===== config.mk =====
export PLATFORM = sky130hd
export DESIGN_NAME = fetch_queue
export DESIGN_NICKNAME = d
export VERILOG_FILES = /design/src/rtl/fetch_queue.sv
export SDC_FILE = /design/constraint.sdc
export NUM_CORES = 1
export LEC_CHECK = 0
export CAP_MARGIN = 20
export CORE_MARGIN = 1
export CORE_UTILIZATION = 58
export DETAILED_ROUTE_END_ITERATION = 8
export GPL_ROUTABILITY_DRIVEN = 0
export HOLD_SLACK_MARGIN = 0.15
export PLACE_DENSITY = 0.89
export SLEW_MARGIN = 20
export SYNTH_ARGS = -nofsm -noshare
export SYNTH_HDL_FRONTEND = slang
export SYNTH_SLANG_ARGS = --single-unit

===== constraint.sdc =====
create_clock -name clk -period 16.7 [get_ports clk]
set_clock_uncertainty 0.1 [all_clocks]
set_input_delay 2.505 -clock clk [delete_from_list [all_inputs] [get_ports clk]]
set_output_delay 2.505 -clock clk [all_outputs]
set_load 0.05 [all_outputs]

===== src/rtl/fetch_queue.sv =====
// Instruction-fetch front end: PC generation, memory request handshake and
// an in-order instruction queue feeding decode, with jump flush support.
module fetch_queue #(
  parameter int ADDR_W = 32,
  parameter int INST_W = 32,
  parameter int DEPTH = 4,
  parameter logic [ADDR_W-1:0] RESET_PC = '0,
  parameter logic [ADDR_W-1:0] PC_STEP = ADDR_W'(4)
) (
  input  logic                     clk,
  input  logic                     rst,
  output logic                     mem_req_o,
  output logic [ADDR_W-1:0]        mem_addr_o,
  input  logic                     mem_gnt_i,
  input  logic                     mem_rvalid_i,
  input  logic [INST_W-1:0]        mem_rdata_i,
  input  logic                     jump_flag_i,
  input  logic [ADDR_W-1:0]        jump_addr_i,
  output logic                     id_valid_o,
  input  logic                     id_ready_i,
  output logic [INST_W-1:0]        id_inst_o,
  output logic [ADDR_W-1:0]        id_pc_o,
  output logic [$clog2(DEPTH):0]   occupancy_o
);

  localparam int PW = $clog2(DEPTH);
  localparam int CW = PW + 1;
  typedef logic [PW-1:0] ptr_t;
  typedef logic [CW-1:0] cnt_t;
  localparam cnt_t DEPTH_C = cnt_t'(DEPTH);

  logic [ADDR_W-1:0] pc_q, pc_d;
  logic [ADDR_W-1:0] epc_q [DEPTH];
  logic [ADDR_W-1:0] epc_d [DEPTH];
  logic [INST_W-1:0] einst_q [DEPTH];
  logic [INST_W-1:0] einst_d [DEPTH];
  logic [DEPTH-1:0]  efill_q, efill_d;
  ptr_t head_q, head_d;
  ptr_t alloc_q, alloc_d;
  ptr_t fill_q, fill_d;
  cnt_t cnt_q, cnt_d;
  cnt_t pend_q, pend_d;
  cnt_t drop_q, drop_d;

  logic grant, pop, resp_ok, credit;

  // drop_q slots stay reserved until memory pays back wrong-path responses
  assign credit = ({1'b0, cnt_q} + {1'b0, drop_q}) < {1'b0, DEPTH_C};
  assign mem_req_o = !rst && !jump_flag_i && credit;
  assign mem_addr_o = pc_q;

  assign id_valid_o = efill_q[head_q] && (cnt_q != '0) && !jump_flag_i;
  assign id_inst_o = einst_q[head_q];
  assign id_pc_o = epc_q[head_q];
  assign occupancy_o = cnt_q;

  assign grant = mem_req_o && mem_gnt_i;
  assign pop = id_valid_o && id_ready_i;
  assign resp_ok = mem_rvalid_i && ((pend_q != '0) || (drop_q != '0));

  always_comb begin
    pc_d = pc_q;
    epc_d = epc_q;
    einst_d = einst_q;
    efill_d = efill_q;
    head_d = head_q;
    alloc_d = alloc_q;
    fill_d = fill_q;
    cnt_d = cnt_q;
    pend_d = pend_q;
    drop_d = drop_q;
    if (jump_flag_i) begin
      pc_d = jump_addr_i;
      head_d = '0;
      alloc_d = '0;
      fill_d = '0;
      cnt_d = '0;
      pend_d = '0;
      drop_d = drop_q + pend_q - cnt_t'(resp_ok);
    end else begin
      if (grant) begin
        epc_d[alloc_q] = pc_q;
        efill_d[alloc_q] = 1'b0;
        alloc_d = alloc_q + ptr_t'(1);
        pc_d = pc_q + PC_STEP;
      end
      if (resp_ok) begin
        if (drop_q != '0) begin
          drop_d = drop_q - cnt_t'(1);
        end else begin
          einst_d[fill_q] = mem_rdata_i;
          efill_d[fill_q] = 1'b1;
          fill_d = fill_q + ptr_t'(1);
        end
      end
      if (pop) begin
        head_d = head_q + ptr_t'(1);
      end
      cnt_d = cnt_q + cnt_t'(grant) - cnt_t'(pop);
      pend_d = pend_q + cnt_t'(grant)
             - cnt_t'(resp_ok && (drop_q == '0));
    end
  end

  always_ff @(posedge clk or posedge rst) begin
    if (rst) begin
      pc_q <= RESET_PC;
      for (int i = 0; i < DEPTH; i++) begin
        epc_q[i] <= '0;
        einst_q[i] <= '0;
      end
      efill_q <= '0;
      head_q <= '0;
      alloc_q <= '0;
      fill_q <= '0;
      cnt_q <= '0;
      pend_q <= '0;
      drop_q <= '0;
    end else begin
      pc_q <= pc_d;
      epc_q <= epc_d;
      einst_q <= einst_d;
      efill_q <= efill_d;
      head_q <= head_d;
      alloc_q <= alloc_d;
      fill_q <= fill_d;
      cnt_q <= cnt_d;
      pend_q <= pend_d;
      drop_q <= drop_d;
    end
  end

endmodule


=== Word-level counts from Yosys, hierarchy flattened ===
Cells that the tools add are included.

* Flip-flop bits (word level): 307
* Bits of input ports: 70
* Output and inout bits: 101
* Logic and storage cells: 111

* Add/sub/neg operators: 12
* Magnitude comparators: 11
* Equal/unequal tests: 1
* Muxes and demuxes: 36
* Bitwise logic cells: 8
* Reduce and logical (&&, ||, !) cells: 27

{| class="wikitable"
|+ Operator list
! operator !! count
|-
| 128-bit bitwise mux || 2
|-
| 32-bit 2-to-1 mux || 8
|-
| 32-bit binary-select mux with 2-bit select || 2
|-
| 32-bit demux with 2-bit select || 2
|-
| 32-bit by 3-bit adder with 32-bit output, second input constant || 1
|-
| 4-bit 2-to-1 mux || 4
|-
| 3-bit 2-to-1 mux || 5
|-
| 2-bit 2-to-1 mux || 7
|-
| 1-bit logical AND || 12
|-
| 3-bit >= comparator, second input constant || 3
|-
| 2-bit by 3-bit less-than comparator with 1-bit output, second input constant || 3
|-
| 2-bit NOT with 3-bit output || 3
|-
| 3-bit nonzero test || 3
|-
| 3-bit by 1-bit subtractor with 3-bit output || 3
|-
| 2-bit nonzero test || 4
|-
| 2-bit by 1-bit adder with 2-bit output, second input constant || 3
|-
| 3-bit by 1-bit adder with 3-bit output || 2
|-
| 3-bit by 1-bit less-than comparator with 1-bit output, second input constant || 2
|-
| 2-bit AND reduction || 3
|-
| 3-bit by 3-bit adder with 4-bit output || 1
|-
| 4-bit AND || 1
|-
| 1-bit demux with 2-bit select || 2
|-
| 2-bit by 1-bit >= comparator with 1-bit output, second input constant || 2
|-
| 4-bit by 3-bit less-than comparator with 1-bit output, second input constant || 1
|-
| 12 further kinds || 16
|}

=== Logic depth before layout (Yosys ltp) ===
Gate-level depths: netlist (run 1).

* Depth in word-level cells: 11
* Gate-level depth with buffers: 13
* Mapped depth without buffers: 12

=== Worst setup path before layout (run 1) ===
OpenSTA, ideal clock, no wires.

* Path kind: input -> output
* From: input jump_flag_i
* To: output id_valid_o
* Arrival time: 3.865 ns
* Data required time: 14.095 ns
* Setup slack: 10.230 ns
* Stages on the path: 2
* Path buffers: 1
* Cell sequence: buf_2 -> nor3b_1

* Word-level cells in the longest chain between the ends: 2

{| class="wikitable"
|+ RTL lines
! what !! RTL line !! text
|-
| from (decl) || 17 || <nowiki>input logic jump_flag_i,</nowiki>
|-
| 1-bit logical NOT || 52 || <nowiki>assign id_valid_o = efill_q[head_q] && (cnt_q != '0) && !jump_flag_i;</nowiki>
|-
| 1-bit logical AND || 52 ||
|-
| to (decl) || 19 || <nowiki>output logic id_valid_o,</nowiki>
|}

No other way between the ends.

=== Worst setup path in the final report (run 1) ===
* From: input rst
* To: output mem_req_o

* Word-level cells in the longest chain between the ends: 3

{| class="wikitable"
|+ RTL lines
! what !! RTL line !! text
|-
| from (decl) || 11 || <nowiki>input logic rst,</nowiki>
|-
| 1-bit logical NOT (no line) || n/a ||
|-
| 1-bit logical AND (2 in series) || 49 || <nowiki>assign mem_req_o = !rst && !jump_flag_i && credit;</nowiki>
|-
| to (decl) || 12 || <nowiki>output logic mem_req_o,</nowiki>
|}

No other way between the ends.

==> flow_metrics.tcl, run 1 <==
set metrics [dict create \
    status "finished clean" \
    dp_worst_setup_slack_ns 9.850 \
    die_h_um 157.6 \
    grt_setup_unrepaired "no" \
    cts.path.max_buffers 3 \
    fmax_ghz 0.1445 \
    synthTopCellsByArea "dfrtp_1 55%, mux2_2 20%, mux4_2 10%, ha_1 1.8%, buf_2 1.5%" \
    dpl.hpwl_um 19410 \
    final.setup.tns_ns 0 \
    setup_viol_count_final 0 \
    criticalPathCategory "in -> out" \
    total_leakage_power_nw 7.810 \
    synthSimpleGateAreaFrac 0.05151 \
    cp.arrival_ns 4.32 \
    end_kind "primary output" \
    synth_seq_cells 307 \
    synth.area.mux_share 0.3094 \
    design_area_um2 17010 \
    numCtsBuffers 34 \
    portBuffers 170 \
    initial_utilization 0.5946 \
    synth_cells 961 \
    worst_slack_ns 9.777 \
    hold_path_depth 1 \
    instances_no_fill 1455 \
    finalPower_mw 2.396 \
    power_density_nw_per_um2 140.9 \
    grt_pass1_wl_um 49730 \
    synthXorXnorAreaFrac 0.01123 \
    avgSynthCellArea_um2 14.61 \
    crit_path_start_kind "input pin" \
    synthArstFlopShare 1.000 \
    ys_types 44 \
    wirelength_um 31030 \
    syn_area_um2 14040 \
    antennaDiodeCount 0 \
    ys_seq_area_frac 0.5472 \
    yosys.area.top_type_share 0.5472 \
    die-width_um 157.6 \
    drc 0 \
    worst_slew_pin_slew_ns 0.9856 \
    ir_drop_uv 142.5 \
    slew_violations 0 \
    synth_top_family_by_area "multiplexers" \
    ys_warn_count 0 \
    maxCapViolCount 0 \
    drtIter0Drc 695 \
    cp_max_fo 2 \
    critPathRequiredTime_ns 14.10 \
    nets 1206 \
    utilization 0.7202 \
    drt_first_pass_iters 5 \
    placeableCoreArea_um2 23610 \
    grt-ovfl-total 0 \
    post_cts_buffers 0 \
    dp.cells 1396 \
    cts_hold_buf 0 \
    timing.slew.headroom 0.3429 \
    clk_latency_ns 0.50 \
    hold_class "reg -> reg" \
    htree_num_levels 2 \
    die-area_um2 24830 \
    grt_antenna_before_repair 0 \
    multiInputGateArea_um2 5963 \
    regArea_um2 7687 \
    rows 56 \
    synth_edf_count 0 \
    synth_top_area_cell "dfrtp_1" \
    period_minus_slack_ns 6.923 \
    drive_gt1_frac 0.3512 \
    grt_pass1_vias 9274 \
    cts-root-buf "clkbuf_16" \
    whs_ns 0.3767 \
    routedWlPerCell_um 21.33 \
    tritoncts "yes" \
    ant_nets 0 \
    cts_resized 0 \
    r2r_cells 11 \
    globalRouteTotalUtil 0.2626 \
    clkTransAtPathRegs_ns 0.06 \
    dpl_cell_area_um2 15940 \
    ios 171 \
    synthAdderAreaFrac 0.02210 \
    synth_ff_type "dfrtp_1" \
    via_per_inst 5.979 \
    synth-compound-area-share 0.03048 \
    cts.sinks 307 \
    vias 8700 \
    nFillCells 1515 \
    min_period_over_period 0.4145 \
    syn_nets 1054 \
    finalHoldViolCount 0 \
    grt_start_max_net_pins 187 \
    area.growth.synth_to_final_pct 21.13 \
]
[kinds of logic (layout without fill, tap and decap cells)]
family	after synthesis	in the layout
buffers and inverters	86	261
XOR/XNOR	18	18
adder cells (fa/ha/maj)	23	23
flip-flops	307	307
AO/OA/AOI/OAI	67	67
AND/OR/NAND/NOR	139	139
multiplexers	321	321
[where the power goes]
group	internal (mW)	total, mW	switching, mW
registers	0.863	0.945	0.0816
clock network	0.422	0.713	0.291
logic	0.313	0.738	0.424
total	1.60	2.40	0.797
[metal layers]
metal	GRT usage	part of all wire	routed length [um]
met5	0	0	0
met4	0.06426	0.015	453
met3	0.06050	0.072	2247
met2	0.4381	0.50	15370
met1	0.3504	0.42	12950
[final timing paths]
check / slack (ns) / end / start
worst min register to register: 0.38 / efill_q[0]$_DFFE_PP0N_ / efill_q[0]$_DFFE_PP0N_
worst max register to register: 12.66 / occupancy_o[2]$_DFF_PP0_ / head_q[0]$_DFFE_PP0P_
worst min-delay path: 0.38 / efill_q[0]$_DFFE_PP0N_ / efill_q[0]$_DFFE_PP0N_
max in group asynchronous: 12.48 / epc_q[50]$_DFFE_PP0P_ / rst
min in group asynchronous: 2.54 / einst_q[113]$_DFFE_PP0P_ / rst
worst max-delay path: 9.78 / mem_req_o / rst
[area by class of cell]
| class | count | area share |
|---|---|---|
| clock inverter | 14 | 0.006327 |
| tap | 319 | 0.02347 |
| multi-input combinational | 568 | 0.3506 |
| clock buffer | 45 | 0.05665 |
| inverter | 19 | 0.004635 |
| sequential | 307 | 0.4520 |
| timing repair buffer | 183 | 0.1062 |
[Yosys cell counts (all sizes together), types with 6 or more instances]
cell and number:
a21oi 7, a221o 6, and3 11, buf 54, clkbuf 13, dfrtp 307, ha 20, inv 19
mux2 254, mux4 65, nand2 48, nand3 13, nand4 17, nor2 25, nor3 7, o21ai 30
xnor2 11, xor2 7
[registers in the layout, summed over array words and instances, names as in the netlist]
name and count:
alloc_q 2, pend_q 3, efill_q 4, head_q 2, occupancy_o 3, einst_q 128, mem_addr_o 32, epc_q 128
fill_q 2, drop_q 3
[critical path, cell delays in order]
cell,delay [ns]
clkdlybuf4s50_1,0.52
nor3_1,0.29
and3_1,0.21
clkdlybuf4s50_1,0.80
[cell usage in the layout (no fill, tap or decap), drive strengths merged, types with 2 or more instances in the layout]
| cell | instances |
|---|---|
| dfrtp | 307 |
| mux2 | 254 |
| clkdlybuf4s50 | 169 |
| mux4 | 65 |
| nand2 | 48 |
| clkbuf | 45 |
| o21ai | 30 |
| nor2 | 25 |
| ha | 20 |
| inv | 20 |
| nand4 | 17 |
| buf | 14 |
| nand3 | 13 |
| xnor2 | 11 |
| and3 | 11 |
| clkinv | 10 |
| nor3 | 7 |
| a21oi | 7 |
| xor2 | 7 |
| a221o | 6 |
| a21o | 5 |
| o211ai | 5 |
| a31oi | 4 |
| nor4 | 4 |
| nor2b | 3 |
| or3 | 3 |
| fa | 3 |
| and2 | 3 |
| nor3b | 2 |
| mux2i | 2 |
| o31ai | 2 |
| o311ai | 2 |
| a32oi | 2 |
| a31o | 2 |
| clkinvlp | 2 |
Power figures use the tool's default switching activity.
==> run 2, diff against run 1 <==
Settings changed: CORE_UTILIZATION 58 to 56, PLACE_DENSITY 0.89 to 0.86.
Clock period 16.7 ns to 6.5 ns, I/O delays scaled along.
==> run 2 against run 1 <==
Utilization decreased by 2.5 points. Register-to-register slack worse by 9.7 ns. Worst hold slack got worse by 0.0020 ns. Global-route usage fell by 1.5 points. Non-clock buffer count grew 3. Clock-buffer cell count rose by 6. Combinational power rose to 2.6 times the previous value. Via count increased by 0.14%. Cell count grew 0.34%. Worst setup slack got worse by 7.6 ns. Power rose to 2.6 times the previous value. Flip-flop and latch count stayed put. Critical endpoint is now id_inst_o[24]. Largest cell class unchanged. Highest routed layer is now met5.
==> flow_metrics.tcl, run 2 (same netlist as run 1, synthesis figures left out) <==
set metrics [dict create \
    grt_setup_unrepaired "no" \
    drive_gt1_frac 0.3468 \
    max_stage_delay_ns 0.94 \
    die-width_um 160.3 \
    min_period_over_period 0.6641 \
    status "finished clean" \
    cts_resized 0 \
    grt_pass1_vias 9193 \
    antennaDiodeCount 0 \
    period_minus_slack_ns 4.317 \
    rows 57 \
    ant_nets 0 \
    cts-root-buf "clkbuf_16" \
    globalRouteTotalUtil 0.2478 \
    critPathBufInv 2 \
    clkTransAtPathRegs_ns 0.06 \
    final.setup.tns_ns 0 \
    placeableCoreArea_um2 24460 \
    drt_first_pass_iters 6 \
    setup_viol_count_final 0 \
    vias 8712 \
    crit_path_start_kind "register" \
    grt_start_max_net_pins 155 \
    fmax_ghz 0.2317 \
    grt_antenna_before_repair 3 \
    clk_latency_ns 0.50 \
    die-area_um2 25710 \
    tritoncts "yes" \
    dpl.hpwl_um 19180 \
    routedWlPerCell_um 20.97 \
    final_cell_mix "305 x dfrtp_1, 254 x mux2_2, 169 x clkdlybuf4s50_1" \
    maxCapViolCount 0 \
    ir_drop_uv 271.1 \
    end_kind "primary output" \
    critPathRequiredTime_ns 5.42 \
    r2r_slack_ns 2.95 \
    power_density_nw_per_um2 360.0 \
    whs_ns 0.3747 \
    path_delay_family "buffers and inverters" \
    worst_slew_pin_slew_ns 0.9838 \
    initial_utilization 0.5739 \
    ios 171 \
    numCtsBuffers 34 \
    die_h_um 160.3 \
    grt_pass1_wl_um 49910 \
    timing.slew.headroom 0.3425 \
    worst_path_max_delay_cell "dfrtp_2" \
    htree_num_levels 2 \
    area.growth.synth_to_final_pct 21.16 \
    cts_hold_buf 0 \
    cts.sinks 307 \
    drc 0 \
    drtIter0Drc 546 \
    hold_class "reg -> reg" \
    total_leakage_power_nw 7.805 \
    wirelength_um 30620 \
    cp_cell_sequence "buf_4, mux4_2, clkdlybuf4s50_1" \
    post_cts_buffers 0 \
    criticalPathCategory "reg -> out" \
    final_common_cell "dfrtp_1" \
    worst_slack_ns 2.183 \
    cp_max_fo 36 \
    cp.arrival_ns 3.24 \
    portBuffers 170 \
    via_per_inst 5.967 \
    grt-ovfl-total 0 \
    nets 1209 \
    finalHoldViolCount 0 \
    dp_worst_setup_slack_ns 2.443 \
    slew_violations 0 \
    cts.path.max_buffers 3 \
]
## run 2: changes by cell type in the layout (fill, tap and decap cells not counted), sizes merged
cell,previous run,this run
clkinv,10,3
clkbuf,45,51
buf,14,17
clkinvlp,2,1
inv,20,19
## run 2: metal layers
layer | vias to the layer above | global-route usage | share of wire | wire length (um)
li1 | 3836 | - | - | -
met5 | - | 0 | 0.00088 | 27
met3 | 45 | 0.06663 | 0.079 | 2408
met1 | 4547 | 0.3331 | 0.42 | 12860
met4 | 4 | 0.07143 | 0.020 | 617
met2 | 280 | 0.3994 | 0.48 | 14710
## run 2: metrics by stage
stage	power, mW	utilization	area (um2)	std cells
final	6.124	0.6954	17010	1460
after global placement	4.292	0.6524	15960	1404
after CTS	6.180	0.6954	17010	1460
after detailed placement	4.347	0.6524	15960	1404
after global routing	6.372	0.6954	17010	1460
after floorplan	3.747	-	14040	961
## run 2: power by group
part | internal [mW] | switching [mW] | leakage (nW) | total [mW]
Sequential | 2.22 | 0.206 | 4.13 | 2.42
Clock | 1.09 | 0.719 | 0.517 | 1.81
Combinational | 0.804 | 1.08 | 3.16 | 1.89
## run 2: cell type report
type / instances / area (um2)
Sequential cell: 307 / 7687
Fill cell: 1642 / 7452
Multi-Input combinational cell: 568 / 5963
Timing Repair Buffer: 186 / 1829
Clock buffer: 51 / 996.0
Tap cell: 324 / 405.4
Inverter: 19 / 75.07
Clock inverter: 5 / 53.80
## run 2: final timing paths
| path | start | endpoint | depth (start not counted) |
|---|---|---|---|
| min | epc_q[90]$_DFFE_PP0P_ | epc_q[90]$_DFFE_PP0P_ | 2 |
| min in group asynchronous | rst | drop_q[0]$_DFFE_PP0P_ | 2 |
| min reg2reg | epc_q[90]$_DFFE_PP0P_ | epc_q[90]$_DFFE_PP0P_ | 2 |
| max reg2reg | head_q[0]$_DFFE_PP0P_ | occupancy_o[2]$_DFF_PP0_ | 11 |
| max | head_q[1]$_DFFE_PP0P_ | id_inst_o[24] | 3 |
| max in group asynchronous | rst | epc_q[108]$_DFFE_PP0P_ | 3 |
## run 2: worst reg2reg max path, stage by stage, from the launching register on
cell and delay [ns]:
dfrtp_4 0.63, buf_4 0.54, mux4_2 0.57, nor3b_1 0.17, and2_1 0.24, ha_1 0.30, inv_1 0.06, ha_1 0.13
inv_1 0.05, fa_1 0.37, xnor2_1 0.19, nor2_1 0.06
==> run 3, diff against run 2 <==
Clock period 6.5 ns to 4.2 ns, I/O delays scaled along.
==> run 3 against run 2 <==
Utilization up 0.94 points. First-iteration DRC count up 24%. Largest cell class unchanged. Critical endpoint is now id_pc_o[8]. Worst setup slack worse by 1.6 ns. Largest power group unchanged.
==> flow_metrics.tcl, run 3 (same netlist as run 1, synthesis figures left out) <==
set metrics [dict create \
    grt_start_max_net_pins 93 \
    cp.arrival_ns 2.84 \
    grt_setup_unrepaired "no" \
    grt-ovfl-total 0 \
    grt_pass1_wl_um 50890 \
    dp.cells 1413 \
    grt_antenna_before_repair 1 \
    critPathRequiredTime_ns 3.47 \
    portBuffers 170 \
    die_h_um 160.3 \
    drtIter0Drc 679 \
    cp_max_fo 16 \
    antennaDiodeCount 0 \
    final_cell_mix "305 x dfrtp_1, 254 x mux2_2, 169 x clkdlybuf4s50_1" \
    tritoncts "yes" \
    numCtsBuffers 34 \
    post_cts_buffers 0 \
    min_period_over_period 0.8493 \
    die-width_um 160.3 \
    instances_no_fill 1475 \
    status "finished clean" \
    utilization 0.7048 \
    cts-root-buf "clkbuf_16" \
    total_leakage_power_nw 7.920 \
    crit_path_start_kind "register" \
    finalHoldViolCount 0 \
    cts_hold_buf 0 \
    initial_utilization 0.5739 \
    drive_gt1_frac 0.3579 \
    fmax_ghz 0.2803 \
    whs_ns 0.3801 \
    drc 0 \
    placeableCoreArea_um2 24460 \
    htree_num_levels 2 \
    globalRouteTotalUtil 0.2513 \
    drt_first_pass_iters 5 \
    die-area_um2 25710 \
    hold_class "reg -> reg" \
    wirelength_um 30970 \
    power_density_nw_per_um2 565.2 \
    worst_slack_ns 0.6329 \
    nets 1218 \
    finalPower_mw 9.743 \
    cts_resized 0 \
    cts.path.max_buffers 3 \
    setup_viol_count_final 0 \
    dpl.hpwl_um 19870 \
    via_per_inst 5.901 \
    clk_latency_ns 0.50 \
    final_common_cell "dfrtp_1" \
    cts.sinks 307 \
    period_minus_slack_ns 3.567 \
    routedWlPerCell_um 20.99 \
    criticalPathCategory "reg -> out" \
    timing.slew.headroom 0.4417 \
    grt_pass1_vias 9283 \
    slew_violations 0 \
    ir_drop_uv 407.9 \
    dp_worst_setup_slack_ns 1.098 \
    maxCapViolCount 0 \
    clkTransAtPathRegs_ns 0.06 \
    area.growth.synth_to_final_pct 22.80 \
    ant_nets 0 \
    ios 171 \
    rows 57 \
    worst_slew_pin_slew_ns 0.8343 \
    end_kind "primary output" \
    vias 8704 \
]
-- run 3: changes by cell type in the layout (fill, tap and decap cells not counted) --
cell        delta
buf_4          +6
clkinv_2       +4
buf_12         +3
clkbuf_1       -3
bufinv_16      +2
clkbuf_16      +2
clkinvlp_4     +2
inv_6          -1
-- run 3: metal layers --
| metal | up-vias | GRT usage | part of all wire |
|---|---|---|---|
| met5 | - | 0.01515 | 0.0018 |
| met4 | 4 | 0.05801 | 0.015 |
| met3 | 43 | 0.06896 | 0.075 |
| met2 | 255 | 0.4101 | 0.49 |
| met1 | 4542 | 0.3363 | 0.42 |
| li1 | 3860 | - | - |
-- run 3: final timing paths --
| kind | start | endpoint | slack, ns | depth (start not counted) |
|---|---|---|---|---|
| worst max-delay path | head_q[0]$_DFFE_PP0P_ | id_pc_o[8] | 0.63 | 3 |
| worst min-delay path | epc_q[61]$_DFFE_PP0P_ | epc_q[61]$_DFFE_PP0P_ | 0.38 | 2 |
| worst max register to register | head_q[0]$_DFFE_PP0P_ | occupancy_o[2]$_DFF_PP0_ | 1.30 | 10 |
| worst min register to register | epc_q[61]$_DFFE_PP0P_ | epc_q[61]$_DFFE_PP0P_ | 0.38 | 2 |
| max in group asynchronous | rst | epc_q[10]$_DFFE_PP0P_ | 2.51 | 3 |
| min in group asynchronous | rst | drop_q[2]$_DFFE_PP0P_ | 0.52 | 2 |
-- run 3: layout make-up --
cell class	instances	area (um2)
clock buffers	50	1035
clock inverters	12	140.1
fillers	1598	7222
inverters	19	75.07
multi-input cells	568	5963
flip-flops and latches	307	7687
well taps	324	405.4
repair buffers	195	1934
-- run 3: through the flow --
| stage | setup TNS (ns) | area, um2 |
|---|---|---|
| after floorplan | -188.79 | 14040 |
| after global routing | 0 | 17240 |
| after CTS | 0 | 17240 |
| after detailed placement | 0 | 16070 |
| after global placement | 0 | 16070 |
| final | 0 | 17240 |
-- run 3: worst max-delay path: stages (launching register included) --
cell and delay (ns):
dfrtp_4 0.64, buf_4 0.38, mux4_2 0.58, clkdlybuf4s50_1 0.72
-- run 3: report_power, final --
group	leakage [nW]	internal, mW	switching (mW)
Clock	0.577	1.90	1.16
Sequential	4.13	3.43	0.329
Combinational	3.21	1.25	1.67
